$ cat src/rtl/mcu51_timing_pkg.sv
// Shared slot constants, instruction-latch type and MOVX decode for the
// MCU51 machine-cycle timing generator.
package mcu51_timing_pkg;

  localparam logic [3:0] T_ALE0       = 4'd1;
  localparam logic [3:0] T_PSEN0      = 4'd3;
  localparam logic [3:0] T_STROBE_END = 4'd5;
  localparam logic [3:0] T_ALE1       = 4'd7;
  localparam logic [3:0] T_PSEN1      = 4'd9;
  localparam logic [3:0] T_LAST       = 4'd11;

  typedef struct packed {
    logic       movx;
    logic       wr;
    logic [1:0] len;
    logic       ea_l;
  } instr_t;

  // MOVX A,@Ri / MOVX A,@DPTR / MOVX @Ri,A / MOVX @DPTR,A
  function automatic logic is_movx(input logic [7:0] ir);
    return (ir[7:5] == 3'b111) && (ir[3:2] == 2'b00) && (ir[1] || !ir[0]);
  endfunction

  function automatic instr_t decode_instr(input logic [7:0] ir,
                                          input logic [1:0] mc_len,
                                          input logic       ea);
    instr_t d;
    d.movx = is_movx(ir);
    d.wr   = d.movx && ir[4];
    // A MOVX needs its second machine cycle for the data strobe.
    d.len  = (d.movx && (mc_len == 2'd0)) ? 2'd1 : mc_len;
    d.ea_l = ea;
    return d;
  endfunction

endpackage

$ cat src/rtl/mc_timing_gen_if.sv
// Decoder-side inputs and bus-pin outputs of the timing generator.
interface mc_timing_gen_if;
  logic       EA;
  logic [7:0] IR;
  logic [1:0] mc_len;
  logic       ready;
  logic       Phase;
  logic [2:0] state;
  logic [1:0] cycles;
  logic       ALE;
  logic       PSEN_n;
  logic       RD_n;
  logic       WR_n;
  logic       instr_start;
  logic       instr_done;
  logic       wait_timeout;

  modport master (
    input  EA, IR, mc_len, ready,
    output Phase, state, cycles, ALE, PSEN_n, RD_n, WR_n,
           instr_start, instr_done, wait_timeout
  );

  modport slave (
    output EA, IR, mc_len, ready,
    input  Phase, state, cycles, ALE, PSEN_n, RD_n, WR_n,
           instr_start, instr_done, wait_timeout
  );
endinterface

$ cat src/rtl/mc_slot_counter.sv
// Clock divider, slot index (0..11) and machine-cycle counter with a freeze
// input that holds divider and slot during external wait states.
module mc_slot_counter
  import mcu51_timing_pkg::*;
#(
  parameter int CLK_DIV = 1
) (
  input  logic       clk,
  input  logic       reset,
  input  logic       freeze,
  input  logic [1:0] len,
  output logic [3:0] slot,
  output logic [1:0] cycles,
  output logic       div_zero,
  output logic       slot_end,
  output logic       instr_end
);

  localparam int DIV_W = (CLK_DIV > 1) ? $clog2(CLK_DIV) : 1;
  localparam logic [DIV_W-1:0] DIV_LAST = DIV_W'(CLK_DIV - 1);

  logic [DIV_W-1:0] div_reg, div_next;
  logic [3:0]       slot_reg, slot_next;
  logic [1:0]       cyc_reg, cyc_next;

  assign slot      = slot_reg;
  assign cycles    = cyc_reg;
  assign div_zero  = (div_reg == '0);
  assign slot_end  = (div_reg == DIV_LAST);
  assign instr_end = slot_end && (slot_reg == T_LAST) && (cyc_reg == len) && !freeze;

  always_comb begin
    div_next  = div_reg;
    slot_next = slot_reg;
    cyc_next  = cyc_reg;
    if (!freeze) begin
      if (slot_end) begin
        div_next = '0;
        if (slot_reg == T_LAST) begin
          slot_next = 4'd0;
          cyc_next  = (cyc_reg == len) ? 2'd0 : cyc_reg + 2'd1;
        end else begin
          slot_next = slot_reg + 4'd1;
        end
      end else begin
        div_next = div_reg + DIV_W'(1);
      end
    end
  end

  always_ff @(posedge clk) begin
    if (reset) begin
      div_reg  <= '0;
      slot_reg <= 4'd0;
      cyc_reg  <= 2'd0;
    end else begin
      div_reg  <= div_next;
      slot_reg <= slot_next;
      cyc_reg  <= cyc_next;
    end
  end

endmodule

$ cat src/rtl/mc_timing_gen.sv
// MCU51 machine-cycle sequencer: S-state/phase, ALE, PSEN_n and MOVX
// RD_n/WR_n strobes with ready-driven wait states and a wait timeout.
module mc_timing_gen
  import mcu51_timing_pkg::*;
#(
  parameter int CLK_DIV  = 1,
  parameter bit WAIT_EN  = 1'b1,
  parameter int WAIT_MAX = 3
) (
  input  logic              clk,
  input  logic              reset,
  mc_timing_gen_if.master   bus
);

  localparam logic [3:0] WAIT_LIMIT = 4'(WAIT_MAX);

  instr_t     instr_reg;
  logic [3:0] wait_cnt_reg, wait_cnt_next;

  logic [3:0] slot;
  logic [1:0] cycles;
  logic       div_zero;
  logic       slot_end;
  logic       instr_end;
  logic       at_strobe_end;
  logic       wait_hold;
  logic       freeze;
  logic       timeout_hit;

  mc_slot_counter #(
    .CLK_DIV (CLK_DIV)
  ) u_slot_counter (
    .clk       (clk),
    .reset     (reset),
    .freeze    (freeze),
    .len       (instr_reg.len),
    .slot      (slot),
    .cycles    (cycles),
    .div_zero  (div_zero),
    .slot_end  (slot_end),
    .instr_end (instr_end)
  );

  // Ready only matters on the last clock of the MOVX strobe window.
  assign at_strobe_end = instr_reg.movx && (cycles == 2'd1) &&
                         (slot == T_STROBE_END) && slot_end;
  assign wait_hold     = WAIT_EN && at_strobe_end && !bus.ready;
  assign freeze        = wait_hold && (wait_cnt_reg != WAIT_LIMIT);
  assign timeout_hit   = wait_hold && (wait_cnt_reg == WAIT_LIMIT);
  assign wait_cnt_next = freeze ? wait_cnt_reg + 4'd1 : 4'd0;

  always_ff @(posedge clk) begin
    if (reset) begin
      wait_cnt_reg <= 4'd0;
    end else begin
      wait_cnt_reg <= wait_cnt_next;
    end
  end

  // Opcode and strap are captured once per instruction, at its boundary.
  always_ff @(posedge clk) begin
    if (reset || instr_end) begin
      instr_reg <= decode_instr(bus.IR, bus.mc_len, bus.EA);
    end
  end

  logic cyc0, cyc1, ale_win, psen_win, strobe_win, psen_act;

  always_comb begin
    cyc0       = (cycles == 2'd0);
    cyc1       = (cycles == 2'd1);
    ale_win    = (slot == T_ALE0) || (slot == T_ALE0 + 4'd1) ||
                 (slot == T_ALE1) || (slot == T_ALE1 + 4'd1);
    psen_win   = ((slot >= T_PSEN0) && (slot <= T_STROBE_END)) || (slot >= T_PSEN1);
    strobe_win = instr_reg.movx && cyc1 && (slot <= T_STROBE_END);
    psen_act   = psen_win && !instr_reg.ea_l &&
                 !(instr_reg.movx && cyc0 && (slot >= T_PSEN1)) &&
                 !(instr_reg.movx && cyc1 && (slot <= T_STROBE_END));

    bus.Phase        = 1'b0;
    bus.state        = 3'd1;
    bus.cycles       = 2'd0;
    bus.ALE          = 1'b0;
    bus.PSEN_n       = 1'b1;
    bus.RD_n         = 1'b1;
    bus.WR_n         = 1'b1;
    bus.instr_start  = 1'b0;
    bus.instr_done   = 1'b0;
    bus.wait_timeout = 1'b0;
    // Outputs drop to idle on any reset clock, even mid-strobe.
    if (!reset) begin
      bus.Phase        = slot[0];
      bus.state        = slot[3:1] + 3'd1;
      bus.cycles       = cycles;
      bus.ALE          = ale_win && !(instr_reg.movx && cyc1 && (slot < T_PSEN0));
      bus.PSEN_n       = !psen_act;
      bus.RD_n         = !(strobe_win && !instr_reg.wr);
      bus.WR_n         = !(strobe_win && instr_reg.wr);
      bus.instr_start  = cyc0 && (slot == 4'd0) && div_zero;
      bus.instr_done   = instr_end;
      bus.wait_timeout = timeout_hit;
    end
  end

endmodule

$ cat src/flat_wrapper.sv
// flat-port wrapper written by rule: the top's interface ports become plain ports
module mc_timing_gen_flat import mcu51_timing_pkg::*;
#(
  parameter int CLK_DIV  = 1,
  parameter bit WAIT_EN  = 1'b1,
  parameter int WAIT_MAX = 3
)
  (clk, reset, bus_EA, bus_IR, bus_mc_len, bus_ready, bus_Phase, bus_state, bus_cycles, bus_ALE, bus_PSEN_n, bus_RD_n, bus_WR_n, bus_instr_start, bus_instr_done, bus_wait_timeout);
  mc_timing_gen_if bus_i ();
  input  logic clk;
  input  logic reset;
  input wire logic [$bits(bus_i.EA)-1:0] bus_EA;
  input wire logic [$bits(bus_i.IR)-1:0] bus_IR;
  input wire logic [$bits(bus_i.mc_len)-1:0] bus_mc_len;
  input wire logic [$bits(bus_i.ready)-1:0] bus_ready;
  output wire logic [$bits(bus_i.Phase)-1:0] bus_Phase;
  output wire logic [$bits(bus_i.state)-1:0] bus_state;
  output wire logic [$bits(bus_i.cycles)-1:0] bus_cycles;
  output wire logic [$bits(bus_i.ALE)-1:0] bus_ALE;
  output wire logic [$bits(bus_i.PSEN_n)-1:0] bus_PSEN_n;
  output wire logic [$bits(bus_i.RD_n)-1:0] bus_RD_n;
  output wire logic [$bits(bus_i.WR_n)-1:0] bus_WR_n;
  output wire logic [$bits(bus_i.instr_start)-1:0] bus_instr_start;
  output wire logic [$bits(bus_i.instr_done)-1:0] bus_instr_done;
  output wire logic [$bits(bus_i.wait_timeout)-1:0] bus_wait_timeout;
  assign bus_i.EA = bus_EA;
  assign bus_i.IR = bus_IR;
  assign bus_i.mc_len = bus_mc_len;
  assign bus_i.ready = bus_ready;
  assign bus_Phase = bus_i.Phase;
  assign bus_state = bus_i.state;
  assign bus_cycles = bus_i.cycles;
  assign bus_ALE = bus_i.ALE;
  assign bus_PSEN_n = bus_i.PSEN_n;
  assign bus_RD_n = bus_i.RD_n;
  assign bus_WR_n = bus_i.WR_n;
  assign bus_instr_start = bus_i.instr_start;
  assign bus_instr_done = bus_i.instr_done;
  assign bus_wait_timeout = bus_i.wait_timeout;
  mc_timing_gen #(.CLK_DIV(CLK_DIV), .WAIT_EN(WAIT_EN), .WAIT_MAX(WAIT_MAX)) u_core (.clk(clk), .reset(reset), .bus(bus_i));
endmodule
$ cat config.mk
export PLATFORM = sky130hd
export DESIGN_NAME = mc_timing_gen_flat
export DESIGN_NICKNAME = d
export VERILOG_FILES = /design/src/rtl/mcu51_timing_pkg.sv /design/src/rtl/mc_timing_gen_if.sv /design/src/rtl/mc_slot_counter.sv /design/src/rtl/mc_timing_gen.sv /design/src/flat_wrapper.sv
export SDC_FILE = /design/constraint.sdc
export NUM_CORES = 1
export LEC_CHECK = 0
export ABC_AREA = 1
export BUFFER_PORTS_ARGS = -buffer_cell sky130_fd_sc_hd__buf_4
export CORE_UTILIZATION = 50
export CTS_CLUSTER_SIZE = 20
export DETAILED_ROUTE_END_ITERATION = 7
export PLACE_DENSITY = 0.82
export SLEW_MARGIN = 15
export SYNTH_ARGS = -nofsm -noshare
export SYNTH_HDL_FRONTEND = slang
export SYNTH_SLANG_ARGS = --single-unit
export TNS_END_PERCENT = 20
$ cat constraint.sdc
create_clock -name clk -period 2.8 [get_ports clk]
set_input_delay 0.28 -clock clk [delete_from_list [all_inputs] [get_ports clk]]
set_output_delay 0.28 -clock clk [all_outputs]
set_load 0.01 [all_outputs]
After elaboration in Yosys (flattened, before gate mapping)
Cells that the tools add are included.

Add/sub/neg operators: 5. Magnitude comparators: 4. Reduce and logical (&&, ||, !) cells: 50. Bitwise gates (word level): 2. Div/mod/pow operators: 0. Shifts and indexed selects: 0. Muxes and demuxes: 13. $mul: 0. Equality and inequality tests: 11.

Operators by type and width (number): logical AND 1 bit (26); logical NOT 1 bit (11); 2-to-1 mux 1 bit (9); adder 4 x 1 -> 4 bit (second input constant) (2); == test 4 x 2 -> 1 bit (second input constant) (2); == test 4 x 3 -> 1 bit (second input constant) (2); == test 4 bit (second input constant) (2); logical NOT 2 bit (3); logical OR 1 bit (6); == test 4 x 1 -> 1 bit (second input constant) (1); >= comparator 4 x 2 -> 1 bit (second input constant) (1); >= comparator 4 bit (second input constant) (1); <= comparator 4 x 3 -> 1 bit (second input constant) (1); logical NOT 4 bit (1); less-than comparator 4 x 2 -> 1 bit (second input constant) (1); 2-to-1 mux 2 bit (2); 2-to-1 mux 4 bit (1); != test 4 x 2 -> 1 bit (second input constant) (1); adder 3 x 1 -> 3 bit (second input constant) (1); == test 3 bit (second input constant) (1); 2-to-1 mux 3 bit (1); AND reduction 3 bit (1); adder 2 x 1 -> 2 bit (second input constant) (1); == test 2 x 1 -> 1 bit (second input constant) (1); other kinds (5) (6).

Memory bits (writable): 0. Memories kept: 0. Flip-flop bits (word level): 16. Bits in read-only memories: 0. Latch bits: 0. Bits of input ports: 14. Output and inout port bits: 13.

Logic depth before layout (Yosys ltp)
Depth after elaboration: 9. Gate-level depth with buffers: 7. Gate-level depth less buffers: 7.

By module
A second synthesis with hierarchy kept.

Cells, all modules: 145. Area, all modules: 1044.8 µm².

Modules (own cells, without submodules): mc_timing_gen (cells an instance 87, area an instance 674.4 µm², times used 1, sequential area each 230.2 µm²); mc_slot_counter (cells an instance 58, area an instance 370.4 µm², times used 1, sequential area each 120.1 µm²).

Least setup slack after synthesis
Ideal clock, no wire load.

Kind: register to register. Start point: reg u_core.u_slot_counter.slot_reg[1], in the netlist u_core.u_slot_counter.slot[1]. End point: reg u_core.instr_reg[0] in the netlist's numbering (enable). Library setup time: 0.354 ns. Cell stages (with the launch flop): 4. Arrival time: 1.119 ns. Required time: 2.446 ns. Setup slack: 1.327 ns. Cell sequence: dfxtp_1 -> ha_1 -> nand3_4 -> o21ai_1.

Cells in the longest elaborated chain, start to end: 8. Elaborated cells on any way between the ends: 11.

RTL lines: start, declared (line mc_slot_counter.sv:23) `logic [3:0] slot_reg, slot_next;`; start signal, assigned (line mc_slot_counter.sv:58) `slot_reg <= slot_next;`; == test 4 x 3 -> 1 bit (line mc_timing_gen.sv:46) `(slot == T_STROBE_END) && slot_end;`; logical AND 1 bit (line mc_timing_gen.sv:45) `assign at_strobe_end = instr_reg.movx && (cycles == 2'd1) &&`; logical AND 1 bit (line mc_timing_gen.sv:46); logical AND 1 bit (line mc_timing_gen.sv:47) `assign wait_hold = WAIT_EN && at_strobe_end && !bus.ready;`; logical AND 1 bit (line mc_timing_gen.sv:48) `assign freeze = wait_hold && (wait_cnt_reg != WAIT_LIMIT);`; logical NOT 1 bit; logical AND 1 bit (*) (line mc_slot_counter.sv:30) `assign instr_end = slot_end && (slot_reg == T_LAST) && (cyc_reg == len) && !freeze;`; logical OR 1 bit (*) (line mc_timing_gen.sv:62) `if (reset || instr_end) begin`; end signal, assigned (line mc_timing_gen.sv:63) `instr_reg <= decode_instr(bus.IR, bus.mc_len, bus.EA);`; end, declared (line mc_timing_gen.sv:17) `instr_t instr_reg;`.

Mark *: on every way between the ends. The rest lies on a longest branch, timed or not. A chain may end at the register's enable or synchronous reset.

Worst setup path in the final report
Start point: reg u_core.u_slot_counter.slot_reg[0], in the netlist u_core.u_slot_counter.slot[0]. End point: out bus_PSEN_n.

Cells in the longest elaborated chain, start to end: 8. Elaborated cells on any way between the ends: 14.

RTL lines: >= comparator 4 x 2 -> 1 bit or <= comparator 4 x 3 -> 1 bit (tied branches) (line mc_timing_gen.sv:74, mc_timing_gen.sv:78); logical AND 1 bit (line mc_timing_gen.sv:74) `psen_win = ((slot >= T_PSEN0) && (slot <= T_STROBE_END)) || (slot >= T_PSEN1);`; logical OR 1 bit (line mc_timing_gen.sv:74); logical AND 1 bit (2 in series) (line mc_timing_gen.sv:76) `psen_act = psen_win && !instr_reg.ea_l &&`; logical AND 1 bit (*) (line mc_timing_gen.sv:77) `!(instr_reg.movx && cyc0 && (slot >= T_PSEN1)) &&`; logical NOT 1 bit (*) (line mc_timing_gen.sv:96) `bus.PSEN_n = !psen_act;`; 2-to-1 mux 1 bit (*) (line mc_timing_gen.sv:91) `if (!reset) begin`; end, declared (line flat_wrapper.sv:20) `output wire logic [$bits(bus_i.PSEN_n)-1:0] bus_PSEN_n;`.

Marks and branches as above.

==> results.toml <==
[outcome]
status = "complete, no violations"

[clock_network]
clk_pin_slew_ns = 0.10
cts_buffer_depth = 2
htree_levels = 1
clkSinkCount = 15
cts_tree = "done"
cts_hold_buf = 0
insertion_delay_ns = 0.30
cts_inserted_buffers = 3
ctsResizeCount = 0
cts_setup_buffers = 0
root_buffer = "clkbuf_4"

[floorplanning]
start_util = 0.5590
num_rows = 15
die_h_um = 46.88
core_area_sq_mm = 0.001802
die_w_um = 46.88
dieArea_sq_mm = 0.002198
pin_count = 27

[synth]
ys.warnings.count = 0
synth_enable_flop_cells = 5
netlist_instances = 125
synthesis.area_sq_mm = 0.001007
yosys_most_used_dff = "dfxtp_1"
synth_cell_type_count = 31
synth_seq_area_share = 0.3478
syn_avg_cell_area_sq_um = 8.058
synthArstFlopShare = 0
ys_ff_latch = 15
synth_nets = 148

[grt]
grt_pass1_vias = 780
grt_max_degree = 16
use_met1 = 0.2393
antenna_found_initial = 0
grtUsageMet3 = 0.07308
grt_use_met2 = 0.3361
grt_use_total = 0.2029
gr-total-overflow = 0
busiest_layer = "met2"
grt_pass1_wl_um = 3111

[cells_and_area]
drive_above_1_share = 0.2763
seq_area_sq_um = 350.3
area_growth_pct = 23.60
nets = 176
multi_input_area_sq_um = 558.0
most-common-layout-cells = "buf_4 (26), nand2_1 (19), inv_1 (17), nor2_1 (15), dfxtp_1 (10)"
final_core_util = 0.6910
mostFrequentLayoutCell = "buf_4"
fillers = 158
antenna_cells = 0
largest_reg_flops = 5

[sta]
setup_slack_ns = 0.8389
setup_violations = 0
fin_worst_skew_ns = 0.01092
hold_violations = 0
max_freq_mhz = 509.9
tns_ns = 0
maxSlewViolCount = 0
worst_slew_pin_slew_ns = 0.5222
post-route-period-util = 0.7004
maxSlewHeadroom = 0.6495
hold_slack_ns = 0.1512
rsz0062_at_grt = "false"
min_period_ns = 1.961

[place]
portBuffers = 26
dp_hpwl_um = 1709
pre_cts_ws_ns = 1.137
routabilityCongestion = 0.8512

[critical_path]
ff2ff_path_depth = 3
worst_setup_path_end_kind = "primary output"
reg2reg_to = "u_core.instr_reg[0]"
cp-start-kind = "register"
critPathLaunch = "u_core.u_slot_counter.slot[0]"
worstPathArrival_ns = 1.68
crit_type = "register to primary output"
r2r_start = "u_core.u_slot_counter.slot[1]"
crit_fanout = 5
r2r_slack_ns = 1.10
critPathRequiredTime_ns = 2.52

[worst_hold_path]
hp-class = "input port to register"
holdPathEnd = "u_core.instr_reg[0]"
min_path_cells = 1
hold_start = "bus_EA"

[routing]
postRouteAntennaNets = 0
drt_wl_total_um = 2114
dr.pass1.iters = 4
drc = 0
first_iter_violations = 22
vias = 925
wl_per_cell_um = 11.94
vias_per_cell = 5.226

[pwr]
peakVddDrop_v = 0.0003844
total_leakage_power_nw = 0.5675
power.density_mw_per_mm2 = 360.8
p_total_mw = 0.4492

[flow_run]
cap_violations = 0
==> area by class of cell <==
cell class,count,area share
multi-input cells,87,0.4482
flip-flops and latches,15,0.2814
repair buffers,26,0.1568
inverters,20,0.06432
well taps,25,0.02513
clock buffers,3,0.01809
clock inverters,1,0.006030
==> through the flow <==
| step | instance area (sq um) | std cells |
|---|---|---|
| after global routing | 1245 | 177 |
| after detailed placement | 1215 | 173 |
| after global placement | 1215 | 173 |
| final | 1245 | 177 |
| after floorplan | 1007 | 125 |
| after CTS | 1245 | 177 |
==> worst max path at each step <==
| stage | depth (start not counted) | to | slack, ns |
|---|---|---|---|
| floorplan | 3 | u_core.instr_reg[0] | 1.33 |
| global placement | 7 | bus_PSEN_n | 1.19 |
| detailed placement | 3 | u_core.instr_reg[0] | 1.14 |
| CTS | 7 | bus_PSEN_n | 0.83 |
| global route | 7 | bus_PSEN_n | 0.68 |
| finish | 7 | bus_PSEN_n | 0.84 |
==> synthesized netlist by cell type (2+ instances only) <==
master / count / area [sq um]
nand3_4: 3 / 52.55
o21ai_0: 5 / 25.02
nor3_1: 3 / 15.01
nand2_1: 19 / 71.32
xnor2_1: 3 / 26.28
nor2_1: 15 / 56.30
ha_1: 9 / 112.6
dfxtp_1: 10 / 200.2
inv_1: 17 / 63.81
edfxtp_1: 5 / 150.1
nand3_1: 9 / 45.04
clkbuf_1: 2 / 7.510
a21oi_1: 6 / 30.03
inv_2: 2 / 7.510
==> per-layer routing <==
metal / vias to the layer above / wire length [um]
met5: - / 0
met2: 31 / 1110
li1: 462 / -
met3: 9 / 105
met1: 423 / 837
met4: 0 / 61
==> power breakdown <==
part	switching (mW)	internal, mW
Combinational	0.0411	0.0374
Clock	0.0751	0.0545
Sequential	0.00844	0.233
Total	0.125	0.324
==> cell families after synthesis <==
| kind of cell | count (synthesis) | share of synthesized area |
|---|---|---|
| AOI/OAI and AO/OA | 17 | 0.09814 |
| xor gates and xnor gates | 5 | 0.05094 |
| adders and majority gates | 9 | 0.1118 |
| buffers and inverters | 23 | 0.09814 |
| DFF | 15 | 0.3478 |
| and+or+nand+nor | 56 | 0.2932 |
==> critical path, stage by stage, from the launching register on <==
cell     delay (ns)
dfxtp_1        0.42
inv_1          0.13
ha_1           0.25
o21ai_2        0.14
nand2_1        0.10
a21oi_2        0.12
nand3_1        0.08
buf_4          0.15
No activity file was read; power rests on OpenSTA's default activity.
